`config.mk`:
```
export PLATFORM = sky130hd
export DESIGN_NAME = mem_lsu
export DESIGN_NICKNAME = d
export VERILOG_FILES = /design/src/rtl/mem_pkg.sv /design/src/rtl/lsu_lane_align.sv /design/src/rtl/mem_lsu.sv
export SDC_FILE = /design/constraint.sdc
export NUM_CORES = 1
export LEC_CHECK = 0
export CORE_MARGIN = 1.5
export CORE_UTILIZATION = 44
export CTS_CLUSTER_DIAMETER = 80
export DETAILED_ROUTE_END_ITERATION = 8
export PLACE_DENSITY = 0.75
export SYNTH_ARGS = -nofsm -noshare
export SYNTH_HDL_FRONTEND = slang
export SYNTH_SLANG_ARGS = --single-unit
```
`constraint.sdc`:
```
create_clock -name clk -period 27.6 [get_ports clk]
set_input_delay 6.9 -clock clk [delete_from_list [all_inputs] [get_ports clk]]
set_output_delay 6.9 -clock clk [all_outputs]
set_load 0.03 [all_outputs]
```
`src/rtl/mem_pkg.sv`:
```
// rtl/mem_pkg.sv - shared encodings and helpers for the load/store unit
package mem_pkg;

  localparam int WORD_SHIFT_DEFAULT = 3;

  typedef enum logic [1:0] {
    SIZE_B = 2'd0,
    SIZE_H = 2'd1,
    SIZE_W = 2'd2,
    SIZE_D = 2'd3
  } mem_size_e;

  typedef enum logic [2:0] {
    ST_IDLE   = 3'd0,
    ST_LOAD   = 3'd1,
    ST_STORE  = 3'd2,
    ST_RMW_RD = 3'd3,
    ST_RMW_WR = 3'd4,
    ST_RESP   = 3'd5
  } lsu_state_e;

  function automatic logic [3:0] size_bytes(input mem_size_e size);
    return 4'd1 << size;
  endfunction

  function automatic logic is_misaligned(input mem_size_e size, input logic [2:0] off);
    case (size)
      SIZE_H:  return off[0];
      SIZE_W:  return |off[1:0];
      SIZE_D:  return |off;
      default: return 1'b0;
    endcase
  endfunction

endpackage

```
`src/rtl/lsu_lane_align.sv`:
```
// rtl/lsu_lane_align.sv - load lane extraction/extension and store byte merge
module lsu_lane_align
  import mem_pkg::*;
(
  input  logic [1:0]  size,
  input  logic        is_unsigned,
  input  logic [2:0]  offset,
  input  logic [63:0] sram_word,
  input  logic [63:0] store_data,
  output logic [63:0] load_data,
  output logic [63:0] merged_word
);

  logic [63:0] shifted;
  logic [63:0] inserted;
  logic [7:0]  mask_base;
  logic [7:0]  byte_mask;
  logic        sx;

  always_comb begin
    shifted = sram_word >> {offset, 3'b000};
    sx      = ~is_unsigned;
    case (mem_size_e'(size))
      SIZE_B:  load_data = {{56{sx & shifted[7]}},  shifted[7:0]};
      SIZE_H:  load_data = {{48{sx & shifted[15]}}, shifted[15:0]};
      SIZE_W:  load_data = {{32{sx & shifted[31]}}, shifted[31:0]};
      default: load_data = shifted;
    endcase
  end

  // A double wraps 1<<8 to zero in 8 bits, so the mask becomes all ones.
  always_comb begin
    inserted  = store_data << {offset, 3'b000};
    mask_base = (8'd1 << size_bytes(mem_size_e'(size))) - 8'd1;
    byte_mask = mask_base << offset;
    merged_word = sram_word;
    for (int i = 0; i < 8; i++) begin
      if (byte_mask[i]) merged_word[8*i +: 8] = inserted[8*i +: 8];
    end
  end

endmodule

```
`src/rtl/mem_lsu.sv`:
```
// rtl/mem_lsu.sv - single-request load/store unit with sub-word read-modify-write
module mem_lsu
  import mem_pkg::*;
#(
  parameter int WORD_SHIFT = WORD_SHIFT_DEFAULT
) (
  input  logic        clk,
  input  logic        reset,
  input  logic        req_valid,
  output logic        req_ready,
  input  logic        req_wen,
  input  logic [1:0]  req_size,
  input  logic        req_unsigned,
  input  logic [63:0] req_addr,
  input  logic [63:0] req_wdata,
  output logic        resp_valid,
  input  logic        resp_ready,
  output logic [63:0] resp_rdata,
  output logic        resp_misalign,
  output logic        data_sram_en,
  output logic        data_sram_wen,
  output logic [63:0] data_sram_addr,
  output logic [63:0] data_sram_wdata,
  input  logic [63:0] data_sram_rdata
);

  lsu_state_e  state;
  mem_size_e   in_size;
  logic [1:0]  r_size;
  logic        r_uns;
  logic [2:0]  r_off;
  logic [63:0] r_wdata;
  logic [63:0] load_data;
  logic [63:0] merged_word;
  logic        accept;
  logic        misalign;

  assign in_size   = mem_size_e'(req_size);
  assign req_ready = (state == ST_IDLE);
  assign accept    = req_valid && req_ready;
  assign misalign  = is_misaligned(in_size, req_addr[2:0]);

  lsu_lane_align u_align (
    .size        (r_size),
    .is_unsigned (r_uns),
    .offset      (r_off),
    .sram_word   (data_sram_rdata),
    .store_data  (r_wdata),
    .load_data   (load_data),
    .merged_word (merged_word)
  );

  // SRAM strobes are registered on entry to the state that owns them.
  always_ff @(posedge clk or posedge reset) begin
    if (reset) begin
      state           <= ST_IDLE;
      r_size          <= 2'd0;
      r_uns           <= 1'b0;
      r_off           <= 3'd0;
      r_wdata         <= 64'd0;
      resp_valid      <= 1'b0;
      resp_rdata      <= 64'd0;
      resp_misalign   <= 1'b0;
      data_sram_en    <= 1'b0;
      data_sram_wen   <= 1'b0;
      data_sram_addr  <= 64'd0;
      data_sram_wdata <= 64'd0;
    end else begin
      case (state)
        ST_IDLE: begin
          if (accept) begin
            r_size  <= req_size;
            r_uns   <= req_unsigned;
            r_off   <= req_addr[2:0];
            r_wdata <= req_wdata;
            if (misalign) begin
              state         <= ST_RESP;
              resp_valid    <= 1'b1;
              resp_misalign <= 1'b1;
              resp_rdata    <= 64'd0;
            end else begin
              data_sram_en   <= 1'b1;
              data_sram_addr <= req_addr >> WORD_SHIFT;
              if (!req_wen) begin
                state <= ST_LOAD;
              end else if (in_size == SIZE_D) begin
                state           <= ST_STORE;
                data_sram_wen   <= 1'b1;
                data_sram_wdata <= req_wdata;
              end else begin
                state <= ST_RMW_RD;
              end
            end
          end
        end
        ST_LOAD: begin
          resp_rdata     <= load_data;
          resp_valid     <= 1'b1;
          data_sram_en   <= 1'b0;
          data_sram_addr <= 64'd0;
          state          <= ST_RESP;
        end
        ST_RMW_RD: begin
          data_sram_wen   <= 1'b1;
          data_sram_wdata <= merged_word;
          state           <= ST_RMW_WR;
        end
        ST_STORE, ST_RMW_WR: begin
          resp_valid      <= 1'b1;
          resp_rdata      <= 64'd0;
          data_sram_en    <= 1'b0;
          data_sram_wen   <= 1'b0;
          data_sram_addr  <= 64'd0;
          data_sram_wdata <= 64'd0;
          state           <= ST_RESP;
        end
        ST_RESP: begin
          if (resp_ready) begin
            resp_valid    <= 1'b0;
            resp_misalign <= 1'b0;
            resp_rdata    <= 64'd0;
            state         <= ST_IDLE;
          end
        end
        default: state <= ST_IDLE;
      endcase
    end
  end

endmodule

```
-- Yosys cells after proc, flatten, opt, wreduce, memory -nomap -nowiden
Index checks and enable logic that the tools add are counted.
- register bits after elaboration: 269
- eq/ne operators: 16
- shift operators: 5
- mux-type cells: 41
- reduce and logical (&&, ||, !) cells: 19
- add/subtract/negate cells: 1
- bitwise gates (word level): 4
- operators by type and width (operator ; count):
    2-to-1 mux 64 bit ; 9
    case mux 64 bit (3 select lines) ; 2
    case mux 64 bit (4 select lines) ; 1
    case mux 64 bit (2 select lines) ; 1
    2-to-1 mux 8 bit ; 8
    left shift 64 x 6 -> 64 bit ; 1
    right shift 64 x 6 -> 64 bit ; 1
    case mux 3 bit (4 select lines) ; 1
    AND reduction 4 bit ; 3
    2-to-1 mux 1 bit ; 10
    2-to-1 mux 3 bit ; 3
    case mux 1 bit (3 select lines) ; 3
    inequality test 2 x 1 -> 1 bit, second input constant ; 4
    left shift 1 x 4 -> 8 bit, first input constant ; 1
    left shift 8 x 3 -> 8 bit ; 1
    subtractor 8 x 1 -> 8 bit, second input constant ; 1
    == test 2 bit, second input constant ; 3
    == test 3 x 2 -> 1 bit, second input constant ; 2
    == test 3 bit, second input constant ; 2
    nonzero test 3 bit ; 2
    OR reduction 3 bit ; 2
    AND reduction 5 bit ; 1
    == test 2 x 1 -> 1 bit, second input constant ; 2
    inequality test 2 bit, second input constant ; 2
    other kinds (14) ; 20

-- Depth between registers and ports, before layout
Gate-level depths: netlist of run 1.
- word-level depth: 6
- gate-level depth with buffers: 10

-- Modules after synthesis
Synthesis of run 1 repeated with hierarchy kept, for this count alone.
- cell total of the unflattened synthesis: 1949
- area, all modules: 18863.1 um^2
- modules (own cells, without submodules) (module ; cells each ; area each (um^2) ; seq. area each (um^2) ; times used):
    mem_lsu ; 1299 ; 14023.4 ; 6656.4 ; 1
    lsu_lane_align ; 650 ; 4839.6 ; 0.0 ; 1

-- Worst setup path before layout of run 1
Ideal clock, no wire load.
- kind: input to register
- from: input data_sram_rdata[47]
- to: register resp_rdata[20]
- data arrival time: 8386 ps
- required time: 27474 ps
- library setup time: 126 ps
- setup slack: 19088 ps
- buffers on the path: 1
- cell stages on the path: 6
- cells stage by stage: mux2_1 mux4_2 and3_4 or2_1 buf_6 a221o_1
- cells in the longest elaborated chain, start to end: 4
- RTL lines (element ; line ; RTL):
    start: declaration ; mem_lsu.sv:24 ; input logic [63:0] data_sram_rdata
    right shift 64 x 6 -> 64 bit (*) ; lsu_lane_align.sv:21 ; shifted = sram_word >> {offset, 3'b000};
    bitwise AND 1 bit, on equally long branches ; lsu_lane_align.sv:25, lsu_lane_align.sv:24 ;
    case mux 64 bit (3 select lines) (*) ; lsu_lane_align.sv:23 ; case (mem_size_e'(size))
    case mux 64 bit (4 select lines) (*) ; mem_lsu.sv:69 ; case (state)
    end signal: assignment ; mem_lsu.sv:97 ; resp_rdata <= load_data;
    end: declaration ; mem_lsu.sv:18 ; output logic [63:0] resp_rdata,
Mark *: on every way between the ends. The rest lies on a longest branch, timed or not.
A chain may end at the register's enable or synchronous reset.

-- Worst setup path after layout of run 1
- from: input data_sram_rdata[63]
- to: register resp_rdata[55]
- cells in the longest elaborated chain, start to end: 4
- RTL lines (element ; line):
    right shift 64 x 6 -> 64 bit (*) ; lsu_lane_align.sv:21
    bitwise AND 1 bit, on equally long branches ; lsu_lane_align.sv:26, lsu_lane_align.sv:24, lsu_lane_align.sv:25
    case mux 64 bit (3 select lines) (*) ; lsu_lane_align.sv:23
    case mux 64 bit (4 select lines) (*) ; mem_lsu.sv:69
Marked as above.

==> out/results.ini, run 1 <==
[drt]
dr.pass1.iters=7
viasPerCell=6.18
routed_wl_um=60500
ant_nets=0
num_vias=14463
drc=0
drt_iter0_markers=1595
wl_per_cell_um=25.9

[clocking]
cts_buffer_depth=3
postCtsHoldBufs=0
clock_latency_ps=560
cts_setup_buffers=0
clock-sinks=266
post_cts_resized=0
cts_root_buffer=clkbuf_16
cts_buffers=28
clk_pin_slew_ps=60
cts_tree=yes
htree_levels=1

[sta]
finalSetupViolCount=0
finalHoldViolCount=0
fin_skew_ps=31.5
finalCritPeriodShare_pct=34.4
worst_slew_pin_slew_ps=1130
tns_ps=0
slew_headroom_pct=24.4
drv_slew=0
fin_crit_ps=9490
max_freq_ghz=0.105
rsz0062_at_grt=false

[die]
die_y_um=188
dieArea_sq_mm=0.0352
rows=67
initial_utilization_pct=44.7
pin_count=397
dieWidth_um=188
design.core.area_sq_mm=0.0335

[worst_setup_path]
startpoint=data_sram_rdata[63]
cp-end-kind=flip-flop
r2r_start=r_off[2]$_DFFE_PP0P_
critical_path_buf_inv_count=1
required_ps=27970
slowest_stage=a211oi_4
crit_path_max_fanout=32
crit_arrival_ps=9860
critical_path.top_delay_family=compound AO/OA/AOI/OAI gates
cp_cell_sequence=clkdlybuf4s50_1 -> mux2_4 -> mux4_2 -> and3_4 -> a211oi_4 -> o21ai_0
start_kind=primary input
slowest_delay_ps=900
critPathKind=in2reg

[final_layout]
fin_area_sq_mm=0.0200
drive_gt1_share_pct=9.68
nNetsFinal=2070
fillerInstances=2902
area_growth_pct=33.7

[pwr]
combPwrFrac_pct=54.1
seqPwrFrac_pct=28.8
vdd_drop_max_mv=0.0664
total_power_uw=2360
switching_share_pct=46.3
p_int_uw=1270
leakage_uw=0.00868
powerDensity_mw_per_mm2=118
clockPowerShare_pct=17.2
p_sw_uw=1090

[synthesis]
netlist_instances=1563
synth-edff-count=0
synth-seq-cells=266
synth_warnings=0
synthFlopType=dfrtp_1
synth_area_leaders=dfrtp_1, nand2_1, mux2i_1, mux4_2, mux2_2
synth_area_sq_mm=0.0150
yosysSeqAreaShare_pct=44.4
ys_types=68
synth_top_area_share_pct=44.4
avgSynthCellArea_sq_um=9.59
yosysTopAreaCell=dfrtp_1
async_flop_share_pct=100

[global_routing]
grt_use_total_pct=33.4
grt_pass1_vias=14087
antenna_found_initial=1
grt_max_degree=110
grt_pass1_wl_um=89700
overflow=0

[min_path]
hold_path_class=reg2reg
min_from=data_sram_en$_DFFE_PP0P_

[outcome]
status=finished, final reports clean

[job]
drv_cap=0

[placement]
place_area_sq_mm=0.0190
routabilityCongestion=1.01
port_buffers=393
dp_hpwl_um=44200

## worst reg2reg max path, cell delays in order (launching register included)
cell      delay (ps)
dfrtp_2          980
buf_4            650
mux2_1           390
mux4_2           490
and3_4           190
a211oi_4         900
o21ai_0          250
## power groups by stage
stage          combinational [uW]  sequential (uW)  clock [uW]
6_report                     1280              678         404
3_3_place_gp                 1230              670           0
3_5_place_dp                 1240              672           0
2_1_floorplan                 750              729           0
4_1_cts                      1250              669         409
5_1_grt                      1350              687         424
## placed cells by master (no fill, tap or decap), types with 6 or more instances in the layout
cell / count
o22ai_1: 30
a21oi_1: 117
a22o_1: 63
a221oi_1: 8
clkdlybuf4s50_1: 393
nor2_1: 99
nor2b_1: 10
dfrtp_1: 263
o21a_1: 9
nand2_1: 297
a2bb2oi_1: 6
inv_1: 12
a221o_1: 15
nand2b_1: 7
a22oi_1: 50
o2bb2ai_1: 8
clkbuf_8: 9
a32oi_1: 9
a21o_1: 11
nand3_1: 13
mux4_2: 30
a31oi_1: 9
or3_1: 6
mux2i_1: 103
o21ai_0: 71
o211ai_1: 33
clkbuf_16: 29
mux2_2: 55
buf_4: 21
## sequential cells by signal, summed over array words and instances (netlist names)
| name | cells |
|---|---|
| data_sram_addr | 61 |
| state | 3 |
| r_wdata | 64 |
| resp_valid | 1 |
| r_size | 2 |
| r_off | 3 |
| data_sram_wen | 1 |
| data_sram_en | 1 |
| r_uns | 1 |
| data_sram_wdata | 64 |
| resp_misalign | 1 |
| resp_rdata | 64 |
## stage by stage
| stage | instances | hold WS, ps | utilization [%] | worst slack (ps) |
|---|---|---|---|---|
| after floorplan | 1565 | 441 | - | 13370 |
| after global placement | 2286 | 457 | 56.8 | 17710 |
| after detailed placement | 2286 | 463 | 56.8 | 17650 |
| after CTS | 2337 | 479 | 59.7 | 18150 |
| after global routing | 2338 | 494 | 59.8 | 18010 |
| final | 2339 | 475 | 59.8 | 18110 |
## logic make-up (layout without fill, tap and decap cells)
| logic type | Yosys count | count (layout) | share of synthesized area, % |
|---|---|---|---|
| mux | 191 | 191 | 15.8 |
| xor+xnor | 1 | 1 | 0.0584 |
| fa+ha+maj | 1 | 1 | 0.0834 |
| compound gates | 479 | 479 | 21.8 |
| other cells | 1 | 4 | 0.0250 |
| buf+inv | 155 | 480 | 4.86 |
| flops | 266 | 266 | 44.4 |
| simple gates | 469 | 469 | 13.0 |
## per-layer routing
layer	wire, um	up-vias	track usage, %	share of wire [%]
li1	-	6297	-	-
met1	24600	7049	47.2	41
met2	26300	971	50.1	43
met3	6660	146	6.64	11
met4	2900	0	14.4	4.8
met5	0	-	0	0
## cell type report
class	instances	area [sq um]	area share, %
Inverter	14	60.1	0.300
Sequential cell	266	6670	33.2
Clock inverter	8	125	0.624
Timing Repair Buffer	415	4110	20.5
Antenna cell	1	2.50	0.0125
Clock buffer	43	868	4.33
Tap cell	448	561	2.80
Multi-Input combinational cell	1144	7660	38.2
## path summary, 6_finish.rpt
| kind | slack, ps | depth (start not counted) | to |
|---|---|---|---|
| worst max-delay path | 18110 | 6 | resp_rdata[55]$_DFFE_PP0P_ |
| worst min-delay path | 480 | 1 | data_sram_en$_DFFE_PP0P_ |
| worst max register to register | 23590 | 6 | resp_rdata[55]$_DFFE_PP0P_ |
| worst min register to register | 480 | 1 | data_sram_en$_DFFE_PP0P_ |
| max in group asynchronous | 19160 | 3 | r_wdata[33]$_DFFE_PP0P_ |
| min in group asynchronous | 6890 | 2 | data_sram_wdata[10]$_DFFE_PP0P_ |
## cells in the mapped netlist (all sizes together), types with 3 or more instances
| cell | number |
|---|---|
| o2bb2ai | 8 |
| clkbuf | 81 |
| a21oi | 119 |
| o21ai | 75 |
| nor2 | 100 |
| mux2 | 58 |
| nand2 | 298 |
| o21bai | 4 |
| a211oi | 6 |
| a221oi | 8 |
| dfrtp | 266 |
| inv | 13 |
| o22ai | 30 |
| and2 | 7 |
| a32oi | 9 |
| or3 | 6 |
| a22o | 63 |
| mux2i | 103 |
| buf | 60 |
| o21a | 9 |
| o221ai | 3 |
| o211ai | 33 |
| nand2b | 7 |
| o32a | 4 |
| a21o | 11 |
| nor2b | 11 |
| a2bb2oi | 6 |
| nand3 | 15 |
| a22oi | 50 |
| or2 | 6 |
| mux4 | 30 |
| nor3 | 8 |
| a31oi | 9 |
| o32ai | 4 |
| a221o | 15 |
| o31a | 3 |
| o311ai | 3 |
Power figures use the tool's default switching activity.
==> inputs of run 2 (changes only) <==
clock period = 8.82 ns   (was 27.6 ns; I/O delays follow)
==> out/results.ini, run 2 (same netlist as run 1, synthesis figures left out) <==
[outcome]
status=finished, final reports clean  ; unchanged

[drt]
drt_iter0_markers=1728  ; was 1595
routed_wl_um=61100  ; was 60500 um
viasPerCell=6.27  ; was 6.18
drc=0  ; unchanged
num_vias=14659  ; was 14.5k
dr.pass1.iters=8  ; was 7
wl_per_cell_um=26.1  ; was 25.9 um
ant_nets=0  ; unchanged

[worst_setup_path]
crit_path_max_fanout=32  ; unchanged
slowest_delay_ps=920  ; was 900 ps
critical_path.top_delay_family=compound AO/OA/AOI/OAI gates  ; unchanged
critPathKind=in2reg  ; unchanged
crit_arrival_ps=5200  ; was 9860 ps
critical_path_buf_inv_count=1  ; unchanged
cp_cell_sequence=clkdlybuf4s50_1 -> mux2_4 -> mux4_2 -> and3_4 -> a211oi_4 -> o21ai_0  ; unchanged
cp-end-kind=flip-flop  ; unchanged
slowest_stage=a211oi_4  ; unchanged
start_kind=primary input  ; unchanged
required_ps=9200  ; was 27970 ps

[final_layout]
final_cell_mix=clkdlybuf4s50_1, nand2_1, dfrtp_1  ; unchanged
area_growth_pct=33.6  ; was 33.7%
finish.utilization_pct=59.8  ; about the same
drive_gt1_share_pct=9.69  ; was 9.68%
antenna-diode-count=0  ; was 1
nNetsFinal=2069  ; was 2070
final_common_cell=clkdlybuf4s50_1  ; unchanged
top_regs=data_sram_wdata: 64 flops, r_wdata: 64 flops, resp_rdata: 64 flops  ; unchanged

[die]
initial_utilization_pct=44.7  ; unchanged
dieArea_sq_mm=0.0352  ; unchanged
die_y_um=188  ; unchanged
rows=67  ; unchanged
pin_count=397  ; unchanged
dieWidth_um=188  ; unchanged
design.core.area_sq_mm=0.0335  ; unchanged

[job]
drv_cap=0  ; unchanged

[clocking]
post_cts_resized=0  ; unchanged
htree_levels=1  ; unchanged
cts_buffer_depth=3  ; unchanged
clock_latency_ps=570  ; was 560 ps
cts_tree=yes  ; unchanged
clk_pin_slew_ps=60  ; about the same
postCtsHoldBufs=0  ; unchanged
cts_buffers=28  ; unchanged
cts_setup_buffers=0  ; unchanged
clock-sinks=266  ; unchanged
cts_root_buffer=clkbuf_16  ; unchanged

[sta]
fin_crit_ps=4820
finalSetupViolCount=0  ; unchanged
finalCritPeriodShare_pct=54.7
worst_slew_pin_slew_ps=1180  ; was 1130 ps
max_freq_ghz=0.207
drv_slew=0  ; unchanged
slew_headroom_pct=20.8  ; was 24.4%
setup_slack_ps=4000  ; was 18110 ps
tns_ps=0  ; unchanged
rsz0062_at_grt=false  ; unchanged
finalHoldViolCount=0  ; unchanged
fin_skew_ps=25.7  ; was 31.5 ps

[global_routing]
grt_pass1_vias=14051  ; about the same
grt_max_degree=125  ; was 110
antenna_found_initial=2  ; was 1
overflow=0  ; unchanged
grt_use_total_pct=34.0  ; was 33.4%
grt_pass1_wl_um=90800  ; was 89700 um

[placement]
dp_hpwl_um=44500  ; was 44200 um
port_buffers=393  ; unchanged
pre_cts_slack_ps=3560  ; was 17650 ps
routabilityCongestion=1.02  ; was 1.01

[min_path]
hold_path_class=reg2reg  ; unchanged

[pwr]
leakage_uw=0.00866  ; was 0.00868 uW
powerDensity_mw_per_mm2=368  ; was 118 mW/mm^2
vdd_drop_max_mv=0.223  ; was 0.0664 mV

## run 2: cell types whose count changed in the layout (fill, tap and decap cells not counted), sizes merged
cell and delta:
clkbuf -7, clkinv +5, clkinvlp +3, inv -2, buf -1, bufinv +1, diode -1
## run 2: tightest hold or removal path, cell delays in order (launching register included)
cell	delay [ps]
dfrtp_1	340
nand2_1	50
nand2_1	50
## run 2: layer usage
| layer | vias to the layer above | wire (um) | track usage (%) |
|---|---|---|---|
| met5 | - | 44 | 0 |
| met4 | 2 | 2820 | 13.8 |
| met3 | 161 | 7610 | 10.1 |
| met2 | 1063 | 26200 | 49.8 |
| met1 | 7122 | 24400 | 47.0 |
| li1 | 6311 | - | - |
## run 2: worst paths after layout
path | start | to | slack [ps] | depth (start not counted)
min reg2reg | r_wdata[58]$_DFFE_PP0P_ | r_wdata[58]$_DFFE_PP0P_ | 480 | 2
max | data_sram_rdata[63] | resp_rdata[59]$_DFFE_PP0P_ | 4000 | 6
min in group asynchronous | reset | data_sram_addr[4]$_DFFE_PP0P_ | 2310 | 2
max reg2reg | r_off[0]$_DFFE_PP0P_ | resp_rdata[59]$_DFFE_PP0P_ | 4850 | 6
min | r_wdata[58]$_DFFE_PP0P_ | r_wdata[58]$_DFFE_PP0P_ | 480 | 2
max in group asynchronous | reset | resp_rdata[58]$_DFFE_PP0P_ | 5280 | 3
## run 2: power breakdown
part,internal [uW],total (uW),switching (uW)
logic,1590,4000,2410
clock network,742,1260,515
registers,1610,2130,523
total,3940,7380,3440
## run 2: final cells by class
class | count | area [sq um]
clock buffers | 36 | 782
clock inverters | 15 | 190
fillers | 2868 | 13500
inverters | 14 | 56.3
multi-input cells | 1144 | 7660
flip-flops and latches | 266 | 6670
well taps | 448 | 561
repair buffers | 414 | 4130
## run 2: per-stage QoR
step	std cells	area [sq um]	hold WS, ps	total power [uW]
3_5_place_dp	2285	19000	463	5990
2_1_floorplan	1565	15000	441	4630
3_3_place_gp	2285	19000	458	5930
6_report	2337	20000	480	7380
4_1_cts	2336	20000	479	7280
5_1_grt	2337	20000	506	7700
==> inputs of run 3 (changes only) <==
PLACE_DENSITY = 0.77   (was 0.75)
clock period = 4.42 ns   (was 8.82 ns; I/O delays follow)
==> out/results.ini, run 3 (same netlist as run 1, synthesis figures left out) <==
[outcome]
status=finished, final reports clean  ; unchanged

[drt]
wl_per_cell_um=26.0  ; was 26.1 um
drc=0  ; unchanged
dr.pass1.iters=7  ; was 8
drt_iter0_markers=2067  ; was 1728
viasPerCell=6.26  ; was 6.27
routed_wl_um=61100  ; about the same
num_vias=14743  ; about the same
ant_nets=0  ; unchanged

[final_layout]
final_cell_mix=clkdlybuf4s50_1, nand2_1, dfrtp_1  ; unchanged
ff_latch_area_sq_mm=0.00667  ; unchanged
drive_gt1_share_pct=10.4  ; was 9.69%
final_common_cell=clkdlybuf4s50_1  ; unchanged
nNetsFinal=2084  ; was 2069
multi_input_area_sq_mm=0.00766  ; unchanged
area_growth_pct=34.4  ; was 33.6%
top_regs=data_sram_wdata: 64 flops, r_wdata: 64 flops, resp_rdata: 64 flops  ; unchanged
fillerInstances=2824  ; was 2868
instances_no_fill=2355  ; was 2337

[worst_setup_path]
reg2reg_slack_ps=1300  ; was 4850 ps
r2r_end=resp_rdata[40]$_DFFE_PP0P_  ; was resp_rdata[59]$_DFFE_PP0P_
cp_cell_sequence=nor3_1 -> clkdlybuf4s50_1  ; was clkdlybuf4s50_1 -> mux2_4 -> mux4_2 -> and3_4 -> a211oi_4 -> o21ai_0
cp-end-kind=output pin  ; was flip-flop
start_kind=flip-flop  ; was primary input
slowest_delay_ps=820  ; was 920 ps
slowest_stage=clkdlybuf4s50_1  ; was a211oi_4
reg2reg_depth=7  ; was 6
required_ps=3310  ; was 9200 ps
crit_path_max_fanout=16  ; was 32
r2r_start=r_off[0]$_DFFE_PP0P_  ; unchanged
critPathKind=reg2out  ; was in2reg
crit_arrival_ps=2510  ; was 5200 ps

[min_path]
min_to=r_wdata[58]$_DFFE_PP0P_  ; unchanged
hold_path_class=reg2reg  ; unchanged
min_from=r_wdata[58]$_DFFE_PP0P_  ; unchanged
min_path_cells=2  ; unchanged

[job]
drv_cap=0  ; unchanged

[pwr]
switching_share_pct=46.8  ; was 46.7%
combPwrFrac_pct=54.3  ; was 54.1%
vdd_drop_max_mv=0.559  ; was 0.223 mV
powerDensity_mw_per_mm2=734  ; was 368 mW/mm^2
p_int_uw=7870  ; was 3940 uW
clockPowerShare_pct=16.8  ; was 17.0%
seqPwrFrac_pct=28.9  ; was 28.8%
p_sw_uw=6920  ; was 3440 uW
leakage_uw=0.00873  ; was 0.00866 uW

[sta]
finalCritPeriodShare_pct=81.9
max_freq_ghz=0.276
fin_crit_ps=3620
rsz0062_at_grt=false  ; unchanged
worst_slew_pin_slew_ps=1160  ; was 1180 ps
tns_ps=0  ; unchanged
drv_slew=0  ; unchanged
setup_slack_ps=801  ; was 4000 ps
finalSetupViolCount=0  ; unchanged
slew_headroom_pct=22.7  ; was 20.8%
finalHoldViolCount=0  ; unchanged
fin_skew_ps=33.4  ; was 25.7 ps

[global_routing]
grt_pass1_wl_um=90900  ; was 90800 um
grt_max_degree=75  ; was 125
antenna_found_initial=2  ; unchanged
grt_use_total_pct=33.8  ; was 34.0%
grt_pass1_vias=14397  ; was 14.1k
overflow=0  ; unchanged

[clocking]
cts_buffer_depth=3  ; unchanged
htree_levels=1  ; unchanged
cts_buffers=28  ; unchanged
clock-sinks=266  ; unchanged
clock_latency_ps=570  ; about the same
post_cts_resized=0  ; unchanged
cts_tree=yes  ; unchanged
clk_pin_slew_ps=70  ; was 60 ps
postCtsHoldBufs=0  ; unchanged
cts_root_buffer=clkbuf_16  ; unchanged
cts_setup_buffers=0  ; unchanged

[placement]
dp_cells=2301  ; was 2285
routabilityCongestion=1.02  ; about the same
pre_cts_slack_ps=857  ; was 3560 ps
dp_hpwl_um=45400  ; was 44500 um
port_buffers=393  ; unchanged

[die]
dieWidth_um=188  ; unchanged
dieArea_sq_mm=0.0352  ; unchanged
design.core.area_sq_mm=0.0335  ; unchanged
rows=67  ; unchanged
pin_count=397  ; unchanged
die_y_um=188  ; unchanged
initial_utilization_pct=44.7  ; unchanged

-- run 3: area by class of cell --
type / count / area share [%]
clock inverters: 13 / 0.770
multi-input cells: 1144 / 38.0
repair buffers: 429 / 21.0
diodes: 3 / 0.0373
flip-flops and latches: 266 / 33.1
clock buffers: 38 / 4.02
well taps: 448 / 2.78
inverters: 14 / 0.279
-- run 3: stage by stage --
step	utilization (%)	hold slack, ps	cell area [sq um]	total power (uW)
finish	60.1	474	20200	14800
global route	60.1	484	20100	15400
CTS	60.1	475	20100	14600
detailed placement	57.2	459	19200	12000
global placement	57.2	459	19200	11900
floorplan	-	441	15000	9240
-- run 3: power groups by stage --
stage	Clock [uW]	Sequential, uW	Combinational, uW
after floorplan	0	4550	4680
after global placement	0	4220	7720
after detailed placement	0	4230	7820
after CTS	2500	4210	7850
after global routing	2610	4320	8450
final	2480	4270	8030
-- run 3: worst max-delay path: cells and delay by family, from the launching register on --
kind	cells	cell delay (ps)
buffers and inverters	1	820
and+or+nand+nor	1	580
DFF	1	570
-- run 3: worst max-delay path by stage --
stage                              start                               to  slack, ps  cells after the start
detailed placement           req_size[0]  data_sram_wdata[34]$_DFFE_PP0P_        860                      6
CTS                 state[2]$_DFFE_PP0P_                        req_ready        770                      2
floorplan                          reset    data_sram_addr[0]$_DFFE_PP0P_       -200                      1
global route        state[2]$_DFFE_PP0P_                        req_ready        680                      2
finish              state[2]$_DFFE_PP0P_                        req_ready        800                      2
global placement             req_size[0]  data_sram_wdata[55]$_DFFE_PP0P_        930                      6
-- run 3: metal layers --
metal  GRT usage (%)  up-vias  share of wire (%)  wire, um
met5               0        -                  0         0
met4            12.8        0                4.1      2530
met3            7.79      160                 12      7380
met2            50.9     1072                 44     26700
met1            47.3     7179                 40     24600
li1                -     6332                  -         -
